### config.mk
export PLATFORM = sky130hd
export DESIGN_NAME = sram_mem_ctrl
export DESIGN_NICKNAME = d
export VERILOG_FILES = /design/src/rtl/sram_mem_ctrl_pkg.sv /design/src/rtl/sram_wait_counter.sv /design/src/rtl/sram_mem_ctrl.sv
export SDC_FILE = /design/constraint.sdc
export NUM_CORES = 1
export LEC_CHECK = 0
export ABC_AREA = 0
export BUFFER_PORTS_ARGS = -buffer_cell sky130_fd_sc_hd__buf_2
export CAP_MARGIN = 40
export CORE_MARGIN = 5
export CORE_UTILIZATION = 30
export DETAILED_ROUTE_END_ITERATION = 10
export PLACE_DENSITY = 0.56
export SLEW_MARGIN = 20
export SYNTH_ARGS = -nofsm -noshare
export SYNTH_HDL_FRONTEND = slang
export SYNTH_SLANG_ARGS = --single-unit
### constraint.sdc
create_clock -name clk -period 2.2 [get_ports clk]
set_input_delay 0.22 -clock clk [delete_from_list [all_inputs] [get_ports clk]]
set_output_delay 0.22 -clock clk [all_outputs]
set_load 0.02 [all_outputs]
### src/rtl/sram_mem_ctrl_pkg.sv
// Shared types and constants for the 16-bit SRAM word-access controller.
package sram_mem_ctrl_pkg;

  typedef enum logic [2:0] {
    IDLE,
    LO,
    HI,
    WAIT,
    DONE
  } state_e;

  typedef enum logic {
    OP_RD,
    OP_WR
  } op_e;

  localparam logic HALF_LO = 1'b0;
  localparam logic HALF_HI = 1'b1;

  localparam int unsigned CNT_W  = 4;
  localparam int unsigned HALF_W = 16;

endpackage

### src/rtl/sram_wait_counter.sv
// Loadable down-counter; done is high while the count sits at zero.
module sram_wait_counter
  import sram_mem_ctrl_pkg::*;
(
  input  logic             clk,
  input  logic             rst_n,
  input  logic             load,
  input  logic             en,
  input  logic [CNT_W-1:0] loadVal,
  output logic             done
);

  logic [CNT_W-1:0] count;

  // done is registered alongside the count so it marks the final wait cycle
  always_ff @(posedge clk or negedge rst_n) begin
    if (!rst_n) begin
      count <= '0;
      done  <= 1'b1;
    end else if (load) begin
      count <= loadVal;
      done  <= (loadVal == '0);
    end else if (en && (count != '0)) begin
      count <= count - CNT_W'(1);
      done  <= (count == CNT_W'(1));
    end
  end

endmodule

### src/rtl/sram_mem_ctrl.sv
// MEM-stage responder serving 32-bit words from a 16-bit SRAM in two beats plus wait states.
// Optional read-hit shortcut enabled by defining SRAM_MEM_CTRL_READ_HIT_EN.
module sram_mem_ctrl
  import sram_mem_ctrl_pkg::*;
#(
  parameter int unsigned WAIT_CYCLES = 5,
  parameter int unsigned SRAM_AW     = 18,
  parameter int unsigned BASE_ADDR   = 1024
) (
  input  logic               clk,
  input  logic               rst,
  input  logic               rd_en,
  input  logic               wr_en,
  input  logic [31:0]        address,
  input  logic [31:0]        wdata,
  output logic [31:0]        rdata,
  output logic               ready,
  output logic [SRAM_AW-1:0] sram_addr,
  output logic [HALF_W-1:0]  sram_dq_out,
  output logic               sram_dq_oe,
  input  logic [HALF_W-1:0]  sram_dq_in,
  output logic               sram_we_n
);

  localparam int unsigned      IDX_W     = SRAM_AW - 1;
  localparam bit               HAS_WAIT  = (WAIT_CYCLES > 2);
  localparam logic [CNT_W-1:0] WAIT_LOAD = CNT_W'((WAIT_CYCLES > 2) ? (WAIT_CYCLES - 3) : 0);

  state_e            state;
  op_e               op;
  op_e               reqOp;
  logic              reqAny;
  logic [IDX_W-1:0]  reqIdx;
  logic [IDX_W-1:0]  idx;
  logic [HALF_W-1:0] loQ;
  logic [HALF_W-1:0] hiQ;
  logic [HALF_W-1:0] hiWord;
  logic [HALF_W-1:0] wdataHi;
  logic              cntLoad;
  logic              cntEn;
  logic              cntDone;
  logic              readDone;
  logic              readHit;

  assign reqAny = rd_en | wr_en;
  assign reqOp  = wr_en ? OP_WR : OP_RD;
  assign reqIdx = IDX_W'((address - BASE_ADDR) >> 2);

  // ready is combinational on the request in IDLE so the pipeline freezes in the same cycle
  assign ready = (state == DONE) || ((state == IDLE) && !reqAny);

  assign cntLoad  = (state == HI) && HAS_WAIT;
  assign cntEn    = (state == WAIT);
  assign readDone = (op == OP_RD) &&
                    (((state == HI) && !HAS_WAIT) || ((state == WAIT) && cntDone));
  assign hiWord   = (state == HI) ? sram_dq_in : hiQ;

  sram_wait_counter waitCnt (
    .clk     (clk),
    .rst_n   (rst),
    .load    (cntLoad),
    .en      (cntEn),
    .loadVal (WAIT_LOAD),
    .done    (cntDone)
  );

`ifdef SRAM_MEM_CTRL_READ_HIT_EN
  logic             tagValid;
  logic [IDX_W-1:0] tagIdx;

  assign readHit = tagValid && (tagIdx == reqIdx);

  // Tag tracks the last completed read; a write to that word invalidates it
  always_ff @(posedge clk or negedge rst) begin
    if (!rst) begin
      tagValid <= 1'b0;
      tagIdx   <= '0;
    end else if ((state == IDLE) && wr_en && (reqIdx == tagIdx)) begin
      tagValid <= 1'b0;
    end else if (readDone) begin
      tagValid <= 1'b1;
      tagIdx   <= idx;
    end
  end
`else
  assign readHit = 1'b0;
`endif

  always_ff @(posedge clk or negedge rst) begin
    if (!rst) begin
      state       <= IDLE;
      op          <= OP_RD;
      idx         <= '0;
      loQ         <= '0;
      hiQ         <= '0;
      wdataHi     <= '0;
      rdata       <= '0;
      sram_addr   <= '0;
      sram_dq_out <= '0;
      sram_dq_oe  <= 1'b0;
      sram_we_n   <= 1'b1;
    end else begin
      if (readDone) begin
        rdata <= {hiWord, loQ};
      end
      case (state)
        IDLE: begin
          if (reqAny) begin
            op      <= reqOp;
            idx     <= reqIdx;
            wdataHi <= wdata[31:16];
            if (!wr_en && readHit) begin
              state <= DONE;
            end else begin
              state     <= LO;
              sram_addr <= {reqIdx, HALF_LO};
              if (wr_en) begin
                sram_dq_out <= wdata[15:0];
                sram_dq_oe  <= 1'b1;
                sram_we_n   <= 1'b0;
              end
            end
          end
        end
        LO: begin
          state     <= HI;
          sram_addr <= {idx, HALF_HI};
          if (op == OP_WR) begin
            sram_dq_out <= wdataHi;
          end else begin
            loQ <= sram_dq_in;
          end
        end
        HI: begin
          sram_dq_oe <= 1'b0;
          sram_we_n  <= 1'b1;
          if (op == OP_RD) begin
            hiQ <= sram_dq_in;
          end
          state <= HAS_WAIT ? WAIT : DONE;
        end
        WAIT: begin
          if (cntDone) begin
            state <= DONE;
          end
        end
        DONE: begin
          state <= IDLE;
        end
        default: begin
          state <= IDLE;
        end
      endcase
    end
  end

endmodule
==> run metrics, run 1 <==
status finished, final reports clean; Slew headroom 52.9%; I/O pin cnt 153; area of the multi-input gates 0.00220 mm2; Post-Synthesis Cells 510; Post-Syn Area per Cell 11.6 um2; WL final 14100 um; final hold viol count 0; GR Util All Layers 12.6%; final-stage net count 748; pre-CTS WS 0.339 ns; Yosys cell types 41; max cap viols 0; Max Freq 532 MHz; die area 0.0227 mm2; Power Density 1490 mW/mm2; worst path required time 2.49 ns; initial antenna violation count 1; drt first pass iters 4; initial drt markers 121; FF-to-FF path depth 3; GPL Wtd Cong 0.787; Worst Slack Setup Final 0.322 ns; sequential cell area 0.00356 mm2; max-slew violations 0; Worst setup SP type flip-flop; Synth Net Count 598; first-pass GRT wire length 22600 um; Die Height 151 um; crit path max fanout 48; Power Total 11300 uW; Int Pwr 7220 uW; CTS Root Cell clkbuf_16; CTS H-tree depth 4; reg2reg setup slack 0.32 ns; Post-Syn Area 0.00593 mm2; maximum clock insertion buffer count 2; CTS Buf Count 17; fill count 1922; synth-to-layout area growth 28.1%; switching fraction of total power 36.2%; number of port buffers 137; Antenna Diode Count 0; CP Capture Type flip-flop; CTS sink count 142; CORE AREA 0.0195 mm2; Starting Density 30.5%; final setup fails 0; unrepaired setup endpoints after global routing false; hold depth 3; Crit Reg-Reg Startpoint state[0]; worst hold path type input port to flip-flop; power share of the clock group 23.8%; largest net degree at the start of global routing 71; setup_tns 0 ns; post-synthesis sequential area ratio 60.0%; clk_lat worst skew 0.41 ns; share of layout cells above drive strength 1 36.6%; FP Rows 51; Clock transition at path regs 0.06 ns; Die W 151 um; Gates resized, CTS repair 0; hold_sp wdata[21]; DP Wirelength 9830 um; Leak 0.00370 uW; clk_skew 0.00635 ns; flops & latches, synth 142; Slew @ Worst Pin 0.704 ns; number of remaining DRC errors 0; sequential group share of total power 40.7%; Setup CP Type flip-flop to flip-flop; power share of the combinational group 35.6%; reg2reg end rdata[9]; wire length per cell 15.0 um; Tcrit/Tclk final 85.4%; via/cell ratio 4.56; vias in the first global route 4435; worst hold slack 0.0182 ns; ANT nets after route 0; Remaining Overflow, GRT 0; synthesis warning total 0; Final min period 1.88 ns; routed via count 4281; maximum VDD drop 0.000701 V; crit path DAT 2.17 ns; NetSw 4090 uW; CTS tree built; Hold Path Sink wdataHi[5]
-- layer usage --
layer	track usage, %	wire (um)	vias up
met5	0	13	-
met4	4.08	125	2
met3	4.64	1170	12
met2	19.8	6360	128
met1	16.2	6380	2091
li1	-	-	2048
-- critical path: stages (launching register included) --
cell and delay, ns:
dfrtp_1 0.51, nand2_1 0.15, or4_4 0.71, mux2_2 0.37
-- area by class of cell --
cell class                 instances  share of cell area (%)
clock inverter                    13                    1.53
multi-input combinational        333                    29.0
inverter                           5                   0.247
sequential                       142                    46.8
tap                              265                    4.37
clock buffer                      19                    5.83
timing repair buffer             161                    12.2
-- Yosys cell counts --
library cell  number  share of area (%)
mux2i_1           34                5.7
dfrtp_1          140                 59
a21oi_1            3               0.25
o21bai_1           1               0.13
nor2b_1            1               0.11
buf_1              1              0.063
xor2_1             2               0.30
a22o_1             1               0.15
clkbuf_1           9               0.57
a211o_1            1               0.15
a31oi_1            1               0.11
a21oi_2            1               0.15
o31ai_1            1               0.13
mux2_2            49                9.3
buf_6              2               0.38
inv_1              5               0.32
or4_1              2               0.25
o31ai_2            1               0.21
nand2_1          127                8.0
ha_1               4               0.84
nor3_1             4               0.34
buf_2             11               0.93
or4_4              1               0.19
o211ai_1           1               0.13
or3_1              3               0.32
nor3b_1            2               0.25
a21o_2             1               0.15
o21ai_1            1              0.084
xnor2_1            3               0.44
nor3_2             1               0.17
nor4_1             2               0.21
a22oi_1           12                1.5
a221o_1            5               0.84
a21o_1             6               0.76
dfstp_2            2               0.89
o21ai_0           43                3.6
buf_4              7               0.89
nor4b_4            2               0.80
nor2_1            12               0.76
and2_1             2               0.21
nand3_1            3               0.25
-- worst max-delay path by stage --
stage / slack, ns / cells past startpoint / to / startpoint
after global routing: 0.22 / 3 / rdata[5] / state[0]
after floorplan: 0.52 / 4 / loQ[10] / state[1]
after detailed placement: 0.34 / 3 / rdata[9] / state[0]
final: 0.32 / 3 / rdata[9] / state[0]
after global placement: 0.38 / 3 / rdata[11] / waitCnt.done
after CTS: 0.31 / 3 / rdata[9] / state[0]
-- state kept, by name, indices dropped and copies added, names as in the netlist, 3 cells and up --
| signal | count |
|---|---|
| idx | 17 |
| state | 3 |
| loQ | 16 |
| hiQ | 16 |
| sram_addr | 18 |
| sram_dq_out | 16 |
| waitCnt.count | 4 |
| wdataHi | 16 |
| rdata | 32 |
-- cell families after synthesis --
group,synth area share (%)
buf+inv,3.14
compound gates,8.38
mux,15.0
flops,60.0
fa+ha+maj,0.844
simple gates,11.9
xor+xnor,0.739
-- cells in the final DEF, fill, tap and decap left out, types with 2 or more instances in the layout --
cell type,Yosys,routed
a22oi_1,12,12
or3_1,3,3
nor2_1,12,12
or4_1,2,2
nand3_1,3,3
nor4_1,2,2
a221o_1,5,5
buf_2,11,136
nor3b_1,2,2
inv_1,5,5
ha_1,4,4
dfstp_2,2,2
o21ai_0,43,42
dfrtp_1,140,140
clkinvlp_4,0,6
dlygate4sd3_1,0,7
xor2_1,2,2
clkinv_2,0,3
a21oi_1,3,3
mux2_2,49,49
buf_4,7,14
clkbuf_16,0,17
xnor2_1,3,3
mux2i_1,34,34
buf_12,0,3
a21o_1,6,6
nand2_1,127,127
nor3_1,4,4
nor4b_4,2,2
inv_6,0,2
-- what timing repair did --
| item | in CTS | in global routing |
|---|---|---|
| hold endpoints to repair | 70 | 0 |
| hold buffers | 7 | 0 |
| buffers inserted | 0 | 0 |
-- metrics by stage --
| step | cells | area (um2) | util (%) |
|---|---|---|---|
| after floorplan | 510 | 5930 | - |
| after global placement | 899 | 6970 | 35.8 |
| after detailed placement | 899 | 6970 | 35.8 |
| after CTS | 938 | 7600 | 39.0 |
| after global routing | 938 | 7600 | 39.0 |
| final | 938 | 7600 | 39.0 |
-- power groups by stage --
stage | Sequential (uW) | Clock [uW] | Combinational [uW]
global route | 4760 | 2910 | 4480
global placement | 4570 | 0 | 3970
finish | 4600 | 2690 | 4020
CTS | 4610 | 2770 | 4120
floorplan | 5230 | 0 | 2100
detailed placement | 4640 | 0 | 4100
No activity file was read; power rests on OpenSTA's default activity.
==> run 2: changes to the inputs <==
Settings changed: CORE_UTILIZATION 30 to 53, PLACE_DENSITY 0.56 to 0.86.
==> run 2 against run 1 <==
Compared with the run above:
- fmax shrank 3.9%
- sequential cell count is the same
- non-clock buffer count grew 38
- via count grew 6.8%
==> run metrics, run 2 (synthesis gave the netlist of run 1 again) <==
CTS Buf Count 17; final setup fails 0; max cap viols 0; post-CTS setup repair buffer count 0; hold depth 3; Antenna Diode Count 0; routed wl met2 7380 um; die area 0.0134 mm2; max-slew violations 0; crit path DAT 2.31 ns; Setup CP Type flip-flop to flip-flop; Starting Density 54.5%; GPL Wtd Cong 0.803; drt first pass iters 4; met3 WL 1270 um; number of port buffers 137; FF-to-FF path depth 6; CORE AREA 0.0109 mm2; initial drt markers 494; Largest register FFs 32; final-stage net count 786; CP Depth 6; unrepaired setup endpoints after global routing false; number of remaining DRC errors 0; CP Cell Sequence buf_4, nor2_1, and2_1, buf_4, mux2i_1, o21ai_0; worst hold slack 0.0246 ns; Largest Register rdata; Regs by FF count rdata: 32 flops, sram_addr: 18 flops, idx: 17 flops; worst hold path type input port to flip-flop; Die Height 116 um; Clock transition at path regs 0.06 ns; share of layout cells above drive strength 1 34.0%; Slew headroom 64.4%; setup_tns 0 ns; crit path max fanout 18; Die W 116 um; CTS Root Cell clkbuf_8; WL met1 5730 um; Power Density 1490 mW/mm2; status finished, final reports clean; Tcrit/Tclk final 88.8%; FP Rows 38; CTS H-tree depth 4; first-pass GRT wire length 23700 um; synth-to-layout area growth 32.7%; WL final 14600 um; CTS sink count 142; final hold viol count 0; maximum VDD drop 0.000968 V; wire length per cell 17.1 um; sequential cell area 0.00356 mm2; area of the multi-input gates 0.00220 mm2; Remaining Overflow, GRT 0; maximum clock insertion buffer count 2; vias in the first global route 4796; worst path required time 2.55 ns; initial antenna violation count 0; ANT nets after route 0; Top Metal Used met4; Max Freq 512 MHz; routed via count 4572; I/O pin cnt 153; DP Wirelength 9140 um; Worst Path Buf+Inv 2; CP dominant cell by count buf_4; crit-path max cell delay 0.48 ns; GR Util All Layers 22.8%; Worst path top cell family by delay buffers and inverters; clk_lat worst skew 0.51 ns; commonest non-fill, non-tap cell in the layout dfrtp_1; Worst setup SP type flip-flop; largest net degree at the start of global routing 66; clk_skew 0.00523 ns; Slew @ Worst Pin 0.533 ns; most frequent cells in the layout dfrtp_1 (140), buf_2 (136), nand2_1 (127); CTS tree built; via/cell ratio 5.37; Final min period 1.95 ns; CP Capture Type flip-flop; Crit-path slowest cell dfrtp_1; fill count 676; Leak 0.00390 uW
-- run 2: cell types whose count changed in the layout (fill, tap and decap cells not counted), moves of 2 or more --
cell,before,now
buf_4,14,11
bufinv_16,1,3
clkbuf_8,1,6
clkinvlp_4,6,2
dlygate4sd3_1,7,49
inv_6,2,0
-- run 2: stage by stage --
stage	cells	cell area, um2	total power (uW)	util (%)	setup WS, ns
2_1_floorplan	510	5930	7320	-	0.525
3_3_place_gp	770	6770	8390	62.1	0.343
3_5_place_dp	770	6770	8680	62.1	0.311
4_1_cts	851	7870	11700	72.3	0.282
5_1_grt	851	7870	12400	72.3	0.116
6_report	851	7870	11700	72.3	0.246
-- run 2: layout make-up --
cell class,instances,area share (%)
sequential,142,45.2
multi-input combinational,333,28.0
timing repair buffer,199,16.6
clock buffer,22,6.13
tap,140,2.23
clock inverter,10,1.70
inverter,5,0.238
-- run 2: report_power, final --
group	switching (uW)	leakage [uW]	internal, uW
clock network	1030	0.000303	1870
registers	770	0.00175	3900
logic	2370	0.00185	1750
-- run 2: repair_timing --
item | CTS | global route
gates resized for setup | 0 | 0
hold buffers | 49 | 0
hold endpoints to repair | 132 | 0
setup endpoints to repair | 0 | 0
-- run 2: worst register-to-register path: cells and delay by family (launching register included) --
family | cells | cell delay [ns]
muxes | 1 | 0.29
AOI/OAI and AO/OA | 1 | 0.15
DFF | 1 | 0.48
buffers and inverters | 2 | 0.52
and+or+nand+nor | 2 | 0.36
-- run 2: path summary, 6_finish.rpt --
| path | start | to | slack (ns) |
|---|---|---|---|
| min in group asynchronous | rst | idx[3] | 0.26 |
| min reg2reg | wdataHi[9] | wdataHi[9] | 0.48 |
| max reg2reg | state[0] | rdata[21] | 0.25 |
| min | address[18] | idx[16] | 0.02 |
| max in group asynchronous | rst | rdata[12] | 1.22 |
| max | state[0] | rdata[21] | 0.25 |
-- run 2: metal layers --
layer  up-vias  GRT usage [%]
li1       2125              -
met2       186           38.9
met5         -              0
met4         0           8.35
met1      2238           26.7
met3        23           7.94
==> run 3: changes to the inputs <==
Settings changed: REMOVE_ABC_BUFFERS from default to 1.
==> run 3 against run 2 <==
Compared with the run above:
- non-clock buffer count is 2 lower
- first-iteration DRC count decreased by 24%
- cell area shrank 0.83%
- clock power decreased by 6%
- worst setup slack better by 0.035 ns
- critical endpoint is now rdata[12]
- largest cell class unchanged
==> run metrics, run 3 (synthesis gave the netlist of run 1 again) <==
routed via count 4521; Starting Density 54.5%; share of layout cells above drive strength 1 34.1%; most frequent cells in the layout dfrtp_1 (140), buf_2 (136), nand2_1 (127); CP Cell Sequence or4_4, mux2_2; Finished Cell Area 0.00781 mm2; CP Capture Type flip-flop; Max Freq 521 MHz; unrepaired setup endpoints after global routing false; wire length per cell 16.8 um; Clock transition at path regs 0.06 ns; CTS tree built; clk_skew 0.00867 ns; CTS H-tree depth 4; Slew headroom 52.3%; Antenna Diode Count 0; GPL Wtd Cong 0.812; worst hold path type input port to flip-flop; crit path DAT 2.31 ns; first-pass GRT wire length 23400 um; worst hold slack 0.0247 ns; Worst Slack Setup Final 0.281 ns; Tcrit/Tclk final 87.2%; maximum clock insertion buffer count 2; number of port buffers 137; utilization after layout 71.7%; CTS Root Cell clkbuf_8; GR Util All Layers 22.3%; DP Wirelength 9350 um; Die W 116 um; worst path required time 2.59 ns; final setup fails 0; vias in the first global route 4846; Gates resized, CTS repair 0; Crit-path slowest cell or4_4; max-slew violations 0; Largest register FFs 32; Leak 0.00386 uW; ANT nets after route 0; WL final 14300 um; final-stage net count 784; Regs by FF count rdata: 32 flops, sram_addr: 18 flops, idx: 17 flops; clk_lat worst skew 0.51 ns; CTS sink count 142; max cap viols 0; synth-to-layout area growth 31.6%; via/cell ratio 5.33; CORE AREA 0.0109 mm2; drt first pass iters 4; Worst setup SP type flip-flop; final hold viol count 0; Power Density 1470 mW/mm2; pre-CTS WS 0.303 ns; maximum VDD drop 0.000899 V; Slew @ Worst Pin 0.713 ns; initial antenna violation count 0; dpl cell area 0.00678 mm2; status finished, final reports clean; Remaining Overflow, GRT 0; I/O pin cnt 153; fill count 715; FP Rows 38; Setup CP Type flip-flop to flip-flop; die area 0.0134 mm2; CTS Buf Count 17; Die Height 116 um; crit path max fanout 48; initial drt markers 376; largest net degree at the start of global routing 62; Largest Register rdata; Final min period 1.92 ns; crit-path max cell delay 0.85 ns; number of remaining DRC errors 0; commonest non-fill, non-tap cell in the layout dfrtp_1
## run 3: cell types whose count changed in the layout (fill, tap and decap cells not counted), sizes merged
cell / previous run / this run
buf: 150 / 151
clkinv: 5 / 4
clkinvlp: 2 / 3
inv: 5 / 8
bufinv: 3 / 2
dlygate4sd3: 49 / 46
clkbuf: 22 / 20
## run 3: final timing paths
path | startpoint | to | slack (ns) | depth (start not counted)
max in group asynchronous | rst | waitCnt.done | 1.22 | 3
max reg2reg | state[2] | rdata[12] | 0.28 | 2
max | state[2] | rdata[12] | 0.28 | 2
min reg2reg | sram_we_n | sram_we_n | 0.46 | 2
min in group asynchronous | rst | sram_addr[16] | 0.23 | 2
min | wdata[7] | sram_dq_out[7] | 0.02 | 3
## run 3: per-layer routing
layer  part of all wire (%)  global-route usage [%]  vias to the layer above
li1                       -                       -                     2118
met1                     40                    26.9                     2236
met2                     51                    38.4                      150
met3                    7.4                    7.00                       17
met4                    1.2                    6.57                        0
met5                      0                       0                        -
## run 3: layout make-up
class / count / area [um2] / share of cell area [%]
sequential: 142 / 3560 / 45.5
clock inverter: 12 / 136 / 1.75
timing repair buffer: 197 / 1280 / 16.4
multi-input combinational: 333 / 2200 / 28.2
tap: 140 / 175 / 2.24
clock buffer: 20 / 435 / 5.58
inverter: 5 / 18.8 / 0.240
## run 3: per-stage QoR
stage | total power, uW | cells | setup TNS, ns
after global routing | 12200 | 849 | 0
final | 11500 | 849 | 0
after global placement | 8390 | 771 | 0
after CTS | 11600 | 847 | 0
after detailed placement | 8700 | 771 | 0
after floorplan | 7190 | 480 | -34.56
## run 3: what timing repair did
action                                  in CTS  in global routing
endpoints found under the setup margin       0                  0
hold endpoints to repair                   126                  2
hold buffers                                44                  2
setup buffers                                0                  0
## run 3: critical path, delay by kind of cell, from the launching register on
kind	cells	cell delay [ns]
AND/OR/NAND/NOR	1	0.85
flip-flops	1	0.54
multiplexers	1	0.38
## run 3: power by group
group          internal (uW)  switching, uW  total, uW
clock network           1650           1090       2740
registers               3900            768       4670
logic                   1750           2320       4070
